File: config.mk
export PLATFORM = sky130hd
export DESIGN_NAME = ffe_tap_sequencer
export DESIGN_NICKNAME = d
export VERILOG_FILES = /design/src/rtl/ffe_pkg.sv /design/src/rtl/ffe_tap_delay_line.sv /design/src/rtl/ffe_tap_sequencer.sv
export SDC_FILE = /design/constraint.sdc
export NUM_CORES = 1
export LEC_CHECK = 0
export ABC_AREA = 1
export BUFFER_PORTS_ARGS = -buffer_cell sky130_fd_sc_hd__buf_2
export CORE_MARGIN = 10
export CORE_UTILIZATION = 44
export DETAILED_ROUTE_END_ITERATION = 12
export MAX_ROUTING_LAYER = met4
export PLACE_DENSITY = 0.72
export SLEW_MARGIN = 20
export SYNTH_ARGS = -nofsm -noshare
export SYNTH_HDL_FRONTEND = slang
export SYNTH_HIERARCHICAL = 1
export SYNTH_SLANG_ARGS = --single-unit
File: constraint.sdc
create_clock -name CLK -period 1.5 [get_ports CLK]
set_input_delay 0.15 -clock CLK [delete_from_list [all_inputs] [get_ports CLK]]
set_output_delay 0.15 -clock CLK [all_outputs]
set_load 0.01 [all_outputs]
File: src/rtl/ffe_pkg.sv
// Shared constants and state encoding for the FFE tap-select datapath
// (sequencer, tap multiplexer and MAC).
package ffe_pkg;

    localparam int DATA_WIDTH = 12;
    localparam int NUM_TAPS   = 4;
    localparam int SEL_WIDTH  = 2;
    localparam int FILL_WIDTH = 3;

    localparam logic [SEL_WIDTH-1:0]  SEL_LAST = SEL_WIDTH'(NUM_TAPS - 1);
    localparam logic [FILL_WIDTH-1:0] FILL_MAX = FILL_WIDTH'(NUM_TAPS);

    typedef enum logic {
        IDLE = 1'b0,
        RUN  = 1'b1
    } state_t;

endpackage

File: src/rtl/ffe_tap_delay_line.sv
// Four-deep sample delay line with a saturating fill counter; unfilled taps
// read zero so the FFE starts up zero-padded.
module ffe_tap_delay_line
    import ffe_pkg::*;
(
    input  logic                  clk,
    input  logic                  clear,
    input  logic                  shift,
    input  logic [DATA_WIDTH-1:0] in_data,
    output logic [DATA_WIDTH-1:0] tap0,
    output logic [DATA_WIDTH-1:0] tap1,
    output logic [DATA_WIDTH-1:0] tap2,
    output logic [DATA_WIDTH-1:0] tap3,
    output logic                  primed
);

    logic [FILL_WIDTH-1:0] fill_cnt;

    always_ff @(posedge clk) begin
        if (clear) begin
            tap0     <= '0;
            tap1     <= '0;
            tap2     <= '0;
            tap3     <= '0;
            fill_cnt <= '0;
        end else if (shift) begin
            tap3 <= tap2;
            tap2 <= tap1;
            tap1 <= tap0;
            tap0 <= in_data;
            if (fill_cnt != FILL_MAX) begin
                fill_cnt <= fill_cnt + FILL_WIDTH'(1);
            end
        end
    end

    assign primed = (fill_cnt == FILL_MAX);

endmodule

File: src/rtl/ffe_tap_sequencer.sv
// Feeds the FFE tap mux and MAC: one sample accepted per 4-term pass, taps held
// stable while sel walks 0..3, with clr/last strobes framing each output.
module ffe_tap_sequencer
    import ffe_pkg::*;
(
    input  logic                  CLK,
    input  logic                  RST,
    input  logic                  flush,
    input  logic                  in_valid,
    input  logic [DATA_WIDTH-1:0] in_data,
    output logic                  in_ready,
    output logic [DATA_WIDTH-1:0] tap0,
    output logic [DATA_WIDTH-1:0] tap1,
    output logic [DATA_WIDTH-1:0] tap2,
    output logic [DATA_WIDTH-1:0] tap3,
    output logic [SEL_WIDTH-1:0]  sel,
    output logic                  mac_en,
    output logic                  mac_clr,
    output logic                  mac_last,
    output logic                  primed,
    output state_t                dbg_state
);

    // Handshake: a sample transfers on a rising edge where in_valid && in_ready;
    // the source must hold in_valid/in_data stable until that edge, and in_ready
    // never depends on in_valid.
    state_t               state, state_n;
    logic [SEL_WIDTH-1:0] sel_n;
    logic                 accept;

    assign accept    = in_valid && in_ready;
    assign dbg_state = state;

    always_ff @(posedge CLK) begin
        if (RST) begin
            state <= IDLE;
            sel   <= '0;
        end else begin
            state <= state_n;
            sel   <= sel_n;
        end
    end

    always_comb begin
        state_n = state;
        sel_n   = sel;
        if (flush) begin
            state_n = IDLE;
            sel_n   = '0;
        end else if (accept) begin
            state_n = RUN;
            sel_n   = '0;
        end else if (state == RUN) begin
            if (sel == SEL_LAST) begin
                state_n = IDLE;
                sel_n   = '0;
            end else begin
                sel_n = sel + SEL_WIDTH'(1);
            end
        end
    end

    // Accepting only on the final term keeps taps stable for the whole pass.
    always_comb begin
        in_ready = !RST && !flush && (state == IDLE || sel == SEL_LAST);
        mac_en   = (state == RUN);
        mac_clr  = (state == RUN) && (sel == '0);
        mac_last = (state == RUN) && (sel == SEL_LAST);
    end

    ffe_tap_delay_line u_delay_line (
        .clk     (CLK),
        .clear   (RST || flush),
        .shift   (accept),
        .in_data (in_data),
        .tap0    (tap0),
        .tap1    (tap1),
        .tap2    (tap2),
        .tap3    (tap3),
        .primed  (primed)
    );

endmodule
---- Yosys cells after proc, flatten, opt, wreduce, memory -nomap -nowiden ----
Index checks and enable logic that the tools add are counted.
storage, ports and cells
  memory bits (writable) .................. 0
  input bits .............................. 16
  memories ................................ 0
  memory bits (read-only) ................. 0
  bits in latches ......................... 0
  bits in registers ....................... 54
operators by class
  order comparisons ....................... 0
  muxes and demuxes ....................... 4
  multiply operators ...................... 0
  reductions and logical operators ........ 13
  divide/modulo/power cells ............... 0
  bitwise operators ....................... 1
  add/sub/neg operators ................... 2
  shift-type cells ........................ 0
  equal/unequal tests ..................... 3
operators with widths
  kind                   number
  $logic_and A1 B1 Y1    5
  $add A3 B1 Y3 const B  1
  $eq A3 B3 Y1 const B   1
  $mux W1                3
  $ne A3 B3 Y1 const B   1
  $reduce_or A3 Y1       1
  $add A2 B1 Y2 const B  1
  $eq A2 B2 Y1 const B   1
  $logic_not A1 Y1       2
  $logic_not A2 Y1       1
  $logic_or A1 B1 Y1     2
  $mux W2                1
  $reduce_and A2 Y1      1
  $reduce_or A2 Y1       1
  $not A1 Y1             1

---- Logic depth before layout (Yosys ltp) ----
Gate-level depths: netlist of the first run.
  word-level depth ........................ 5
  gate-level depth with buffers ........... 9

---- Cells and area by module ----
Netlist of the first run, hierarchy kept.
modules (own cells, without submodules)
  module              times used  area each (um2)  cells an instance
  ffe_tap_delay_line  1           1,883.1          236
  ffe_tap_sequencer   1           198.9            29

---- Worst setup path before layout of the first run ----
No wires, ideal clock.
  path type ............................... reg2reg
  start point ............................. register sel[0]
  end point ............................... register u_delay_line.tap1[10]
  arrival time ............................ 1.459 ns
  stages on the path, launching flop included .. 10
  path slack .............................. -0.075 ns
  path buffers ............................ 3
  data required time ...................... 1.384 ns
  clock period less this slack ............ 1.575 ns
  library setup time ...................... 0.116 ns
  path through ............................ dfxtp_1 ha_1 nor2_4 nor3_1 buf_6 inv_4 buf_12 buf_6 nor2_1 nor2_1
on the way
  cells in the longest elaborated chain, start to end .. 4
RTL lines
  item                    line                      RTL
  start, declared         ffe_tap_sequencer.sv:16   output logic [SEL_WIDTH-1:0] sel,
  start signal, assigned  ffe_tap_sequencer.sv:40   sel <= sel_n;
  $eq A2 B2 Y1            ffe_tap_sequencer.sv:65   in_ready = !RST && !flush && (state == IDLE || sel == SEL_LAST);
  $logic_or A1 B1 Y1      ffe_tap_sequencer.sv:65
  $logic_and A1 B1 Y1     ffe_tap_sequencer.sv:65
  $logic_and A1 B1 Y1     ffe_tap_sequencer.sv:31   assign accept = in_valid && in_ready;
  net accept              ffe_tap_sequencer.sv:29   logic accept;
  end signal, assigned    ffe_tap_delay_line.sv:29  tap1 <= tap0;
  end, declared           ffe_tap_delay_line.sv:11  output logic [DATA_WIDTH-1:0] tap1,
The timed path passes the listed nets, and every way through them passes these cells.
A chain may end at the register's enable or synchronous reset.

---- Worst setup path after layout of the first run ----
  start point ............................. register sel[0]
  end point ............................... register u_delay_line.tap1[1]
Same word-level chain as after synthesis.

==> metrics, run 1 <==
Num CTS Buffers 5; most frequent cells in the layout nor2_1, buf_2, dfxtp_1, o21ai_0, inv_1; peak fanout along the critical path 21; DIE AREA 0.00788 mm2; top sig layer met4; initial antenna violation count 0; Post-DP Area 0.00245 mm2; Post-Layout Inst Area 0.00263 mm2; Critical Path RT 1.70 ns; global-route wire length before repair 8450 um; top-area cell type share of the netlist area 0.519; largest net degree at the start of global routing between 40 and 50; DR pass1 iterations 4; I/O pin cnt a little over 70; DRC 0; RSZ-0062 raised after global routing true; Hold Startpoint in_data[8]; Chip Height just under 90 um; Reg2Reg Launch Point sel[0]; worst reg2reg path depth 8; share of layout cells above drive strength 1 0.327; Hold Path End u_delay_line/tap0[8]; Post-Route Setup TNS 0 ns; Mapped Area 0.00208 mm2; vias per inst 4.89; Initial Util 0.465; final setup violation count 0; # nets final 355; HPWL after DPL 3520 um; H-tree Lvls 2; Worst setup SP type flip-flop; insertion delay to the later sink of the worst-skew pair approximately 0.30 ns; final WL 5210 um; Fmax 684 MHz; Worst-Margin Slew 0.385 ns; Mean Syn Cell Area 7.86 um2; Leakage Power 1.41 nW; clk sink count 54; wire per inst 13.4 um; initial DRC count ~150; CTS tree done; Worst EP arrival 1.66 ns; hold_buf cts 0; status completed; GRT Total Usage 0.137; Die Wd 88.8 um; core area 0.00447 mm2; top cells by area, synth dfxtp_1, nor2_1, o21ai_0; Fin. Hold Viols 0; PD cells 972 mW/mm2; CP endpoint kind flip-flop; reg-to-reg endpoint u_delay_line/tap1[1]; Hold Crit Class in -> reg; reg-to-reg slack, setup 0.04 ns; area leader, netlist dfxtp_1; diode count 0; vias in the first global route between 1.5k and 2k; Via Count 1897; Peak VDD IR just under 0.5 mV; GP Congestion 0.777; min cycle time layout 1.46 ns; clk buf depth 2; fin. max-slew vios 0; Rows 24; Distinct cells, synth 20; sequential cell area fraction in the yosys report 0.519; max_slew headroom 0.743; classification of the worst setup path reg -> reg; yosys warns 6; Worst-path clk slew ~0.1 ns; Max Cap Viol 0; WL met3 357 um; final worst path period share 0.975; antenna viol nets, final 0; metal2 WL 2340 um; hold depth 3; Post-Syn Nets 285; area grow syn2layout 26.1%; leading cell type in the layout, fill and taps excluded nor2_1; WL met1 ~2400 um; global route total overflow 0; clock skew ~0.007 ns; Post-Synthesis Cells 265; WHS around 0.06 ns; Buffers on Ports 71; root buffer cell clkbuf_8; Yosys reg bits 54
critical path, cell delays in order, from the launching register on:
cell and delay [ns]:
dfxtp_4 0.37, ha_4 0.17, nor2_4 0.11, nor3_2 0.05, buf_6 0.13, buf_12 0.12, clkbuf_16 0.17, o21ai_0 0.18
nor2_1 0.06
final cells by class:
| class | count | area [um2] |
|---|---|---|
| inverter | 15 | 61.3 |
| clock inverter | 2 | 17.5 |
| timing repair buffer | 80 | 469 |
| sequential | 54 | 1090 |
| multi-input combinational | 179 | 841 |
| clock buffer | 6 | 82.6 |
| fill | 426 | 1850 |
| tap | 52 | 65.1 |
through the flow:
| step | utilization | setup slack (ns) | instances | power [mW] |
|---|---|---|---|---|
| floorplan | - | 0.00702 | 265 | 1.65 |
| global placement | 0.548 | 0.0343 | 378 | 1.72 |
| detailed placement | 0.548 | 0.000602 | 378 | 1.72 |
| CTS | 0.573 | 0.00253 | 386 | 2.57 |
| global route | 0.587 | -0.0553 | 388 | 2.67 |
| finish | 0.587 | 0.0380 | 388 | 2.55 |
flip-flops by register name (all words and copies together) (netlist names):
signal                 cells
u_delay_line/tap0         12
dbg_state                  1
u_delay_line/tap2         12
u_delay_line/tap1         12
sel                        2
u_delay_line/tap3         12
u_delay_line/fill_cnt      3
where the power goes:
group	total (mW)	switching [mW]	leakage, nW	internal [mW]
registers	1.48	0.0212	0.439	1.46
clock network	0.854	0.473	0.0514	0.381
logic	0.217	0.128	0.918	0.0895
routing by layer:
metal | track usage | vias to the layer above
met4 | 0.0587 | 0
met3 | 0.0423 | 8
met2 | 0.212 | 63
li1 | - | 970
met1 | 0.161 | 856
met5 | - | -
cell families after synthesis:
group | after synthesis | share of synthesized area
compound gates | 53 | 0.127
fa+ha+maj | 4 | 0.0240
flops | 54 | 0.519
buf+inv | 32 | 0.0883
simple gates | 122 | 0.241
worst max-delay path by stage:
| stage | start | end | slack [ns] | cells after the start |
|---|---|---|---|---|
| after floorplan | sel[0] | u_delay_line/tap1[10] | 0.007 | 9 |
| after global placement | sel[1] | u_delay_line/tap1[5] | 0.03 | 7 |
| after detailed placement | sel[0] | u_delay_line/tap3[3] | 0.0006 | 7 |
| after CTS | sel[0] | u_delay_line/tap1[9] | 0.003 | 7 |
| after global routing | sel[0] | u_delay_line/tap1[1] | -0.06 | 8 |
| final | sel[0] | u_delay_line/tap1[1] | 0.04 | 8 |
cell usage after synthesis, drive strengths merged:
cell type and count:
nor3 1, nand2 8, inv 15, o21ai 49
a21oi 4, buf 9, ha 4, dfxtp 54
nand3 2, nor2 111, clkbuf 8
timing repair:
item                                    in CTS  in global routing
pin swaps                                    0                  1
setup buffers                                0                  1
endpoints found under the setup margin      19                 51
cloned                                       0                  1
resized for setup                            1                 16
Note: power is estimated with default switching activity, not from simulation.
==> run 2: changes to the inputs <==
Settings changed: CTS_BUF_LIST set to sky130_fd_sc_hd__clkbuf_16.
==> run 2 against run 1 <==
  * Clock power up 31%
  * Maximum frequency up 6.0%
  * Sequential cell count unchanged
  * Clock skew down 0.0038 ns
  * Wire length up 1.8%
  * Global-route usage up 0.49 points
  * First-iteration DRC count down 41%
  * Critical path depth down 1
  * Via count down 0.53%
  * Cell count unchanged
==> metrics, run 2 (synthesis results as in run 1) <==
status completed; Post-DP Area 0.00245 mm2 (unchanged); Post-Layout Inst Area 0.00267 mm2 (+1.7%); Buffers on Ports 71 (unchanged); DIE AREA 0.00788 mm2 (unchanged); Fin. Hold Viols 0 (unchanged); DRC 0 (unchanged); final worst setup slack 0.121 ns (+0.0828 ns); Via Count 1887 (-0.53%); Worst-path clk slew 0.07 ns (-0.03 ns); Max Cap Viol 0 (unchanged); Peak VDD IR 0.697 mV (+41%); final WL 5300 um (+1.8%); area grow syn2layout 28.2%; GP Congestion 0.777 (unchanged); critical path's slowest cell dfxtp_2; Worst setup SP type flip-flop; core area 0.00447 mm2 (unchanged); I/O pin cnt 72 (unchanged); RSZ-0062 raised after global routing true; # nets final 355 (unchanged); initial DRC count 86 (-41%); leading cell type in the layout, fill and taps excluded nor2_1; WHS 0.0845 ns (+0.0245 ns); largest net degree at the start of global routing 49 (unchanged); HPWL after DPL 3520 um (unchanged); antenna viol nets, final 0 (unchanged); Worst EP arrival 1.60 ns (-0.06 ns); CP endpoint kind flip-flop; Num CTS Buffers 5 (unchanged); final worst path period share 0.919 (-0.0552); sequence of cells on the critical path ha_4 > nor2_4 > nor3_2 > buf_6 > inv_6 > nor2_1 > nor2_1; fin. max-slew vios 0 (unchanged); share of layout cells above drive strength 1 0.318 (-0.00893); Worst-Margin Slew 0.378 ns (-0.00704 ns); classification of the worst setup path reg -> reg; global-route wire length before repair 8670 um (+2.7%); Initial Util 0.465 (unchanged); placed insts 378 (unchanged); Final Non-Filler Cells 388 (unchanged); min cycle time layout 1.38 ns (-0.0828 ns); most numerous cell on the critical path nor2_1; pre-CTS setup slack 0.000602 ns (unchanged); H-tree Lvls 2 (unchanged); wire per inst 13.7 um (+1.8%); hold_buf cts 0 (unchanged); Leakage Power 1.43 nW (+1.5%); PD cells 1060 mW/mm2 (+8.8%); diode count 0 (unchanged); final setup violation count 0 (unchanged); Critical Path RT 1.72 ns (+0.02 ns); initial antenna violation count 0 (unchanged); vias in the first global route 1875 (unchanged); clock skew 0.00308 ns (-0.00384 ns); GRT Total Usage 0.142 (+0.00490); insertion delay to the later sink of the worst-skew pair 0.28 ns (-0.02 ns); clk sink count 54 (unchanged); Final Power 2.82 mW (+11%); most frequent cells in the layout nor2_1, buf_2, dfxtp_1, o21ai_0, inv_1; Chip Height 88.8 um (unchanged); CTS tree done; worst path bufs/invs 2 (-1); vias per inst 4.86 (-0.53%); Die Wd 88.8 um (unchanged); Crit path largest cell delay 0.35 ns (-0.02 ns); clk buf depth 2 (unchanged); Rows 24 (unchanged); max_slew headroom 0.748 (+0.00469); DR pass1 iterations 4 (unchanged); cell family with most CP delay buffers and inverters; global route total overflow 0 (unchanged); Hold Crit Class in -> reg; root buffer cell clkbuf_16; Fmax 725 MHz (+6.0%); peak fanout along the critical path 48 (+130%)
## run 2: cell types whose count changed in the layout (fill, tap and decap cells not counted)
cell / previous run / this run
o21ai_0: 39 / 48
a21oi_1: 3 / 4
clkbuf_8: 6 / 0
dfxtp_4: 2 / 0
a21oi_2: 1 / 0
buf_16: 0 / 1
o21ai_1: 10 / 1
dfxtp_1: 51 / 52
clkinv_1: 0 / 1
dfxtp_2: 1 / 2
clkbuf_16: 1 / 6
buf_12: 2 / 1
## run 2: area by class of cell
class                           count  area, um2
Multi-Input combinational cell    179        837
Clock buffer                        5        125
Clock inverter                      3       21.3
Sequential cell                    54       1080
Inverter                           15       61.3
Tap cell                           52       65.1
Fill cell                         421       1800
Timing Repair Buffer               80        477
## run 2: per-layer routing
metal  share of wire  routed length, um  vias up  track usage
met4           0.016                 84        0       0.0646
met1            0.46               2460      852        0.173
met5               0                  0        -            -
met3           0.060                320        6       0.0358
met2            0.46               2440       54        0.216
li1                -                  -      975            -
## run 2: final timing paths
kind / start / end / slack (ns) / cells after the start
worst min register to register: u_delay_line/tap3[0] / u_delay_line/tap3[0] / 0.49 / 2
worst min-delay path: in_data[8] / u_delay_line/tap0[8] / 0.08 / 3
worst max-delay path: sel[0] / u_delay_line/tap3[3] / 0.12 / 7
worst max register to register: sel[0] / u_delay_line/tap3[3] / 0.12 / 7
## run 2: through the flow
stage | setup TNS [ns] | util
floorplan | 0 | -
global placement | 0 | 0.548
detailed placement | 0 | 0.548
CTS | 0 | 0.591
global route | -0.0234 | 0.597
finish | 0 | 0.597
## run 2: worst reg2reg max path, delay by kind of cell, from the launching register on
family | cells | cell delay [ns]
buffers and inverters | 2 | 0.43
adder cells (fa/ha/maj) | 1 | 0.17
flip-flops | 1 | 0.35
AND/OR/NAND/NOR | 4 | 0.38
## run 2: report_power, final
| group | internal, mW | switching [mW] | leakage (nW) |
|---|---|---|---|
| clock network | 0.619 | 0.501 | 0.0714 |
| logic | 0.0900 | 0.129 | 0.920 |
| registers | 1.46 | 0.0210 | 0.438 |
## run 2: timing repair
item	CTS	global route
endpoints found under the setup margin	9	30
pin swaps	0	1
gates cloned	1	1
gates resized for setup	2	3
buffers inserted	0	0
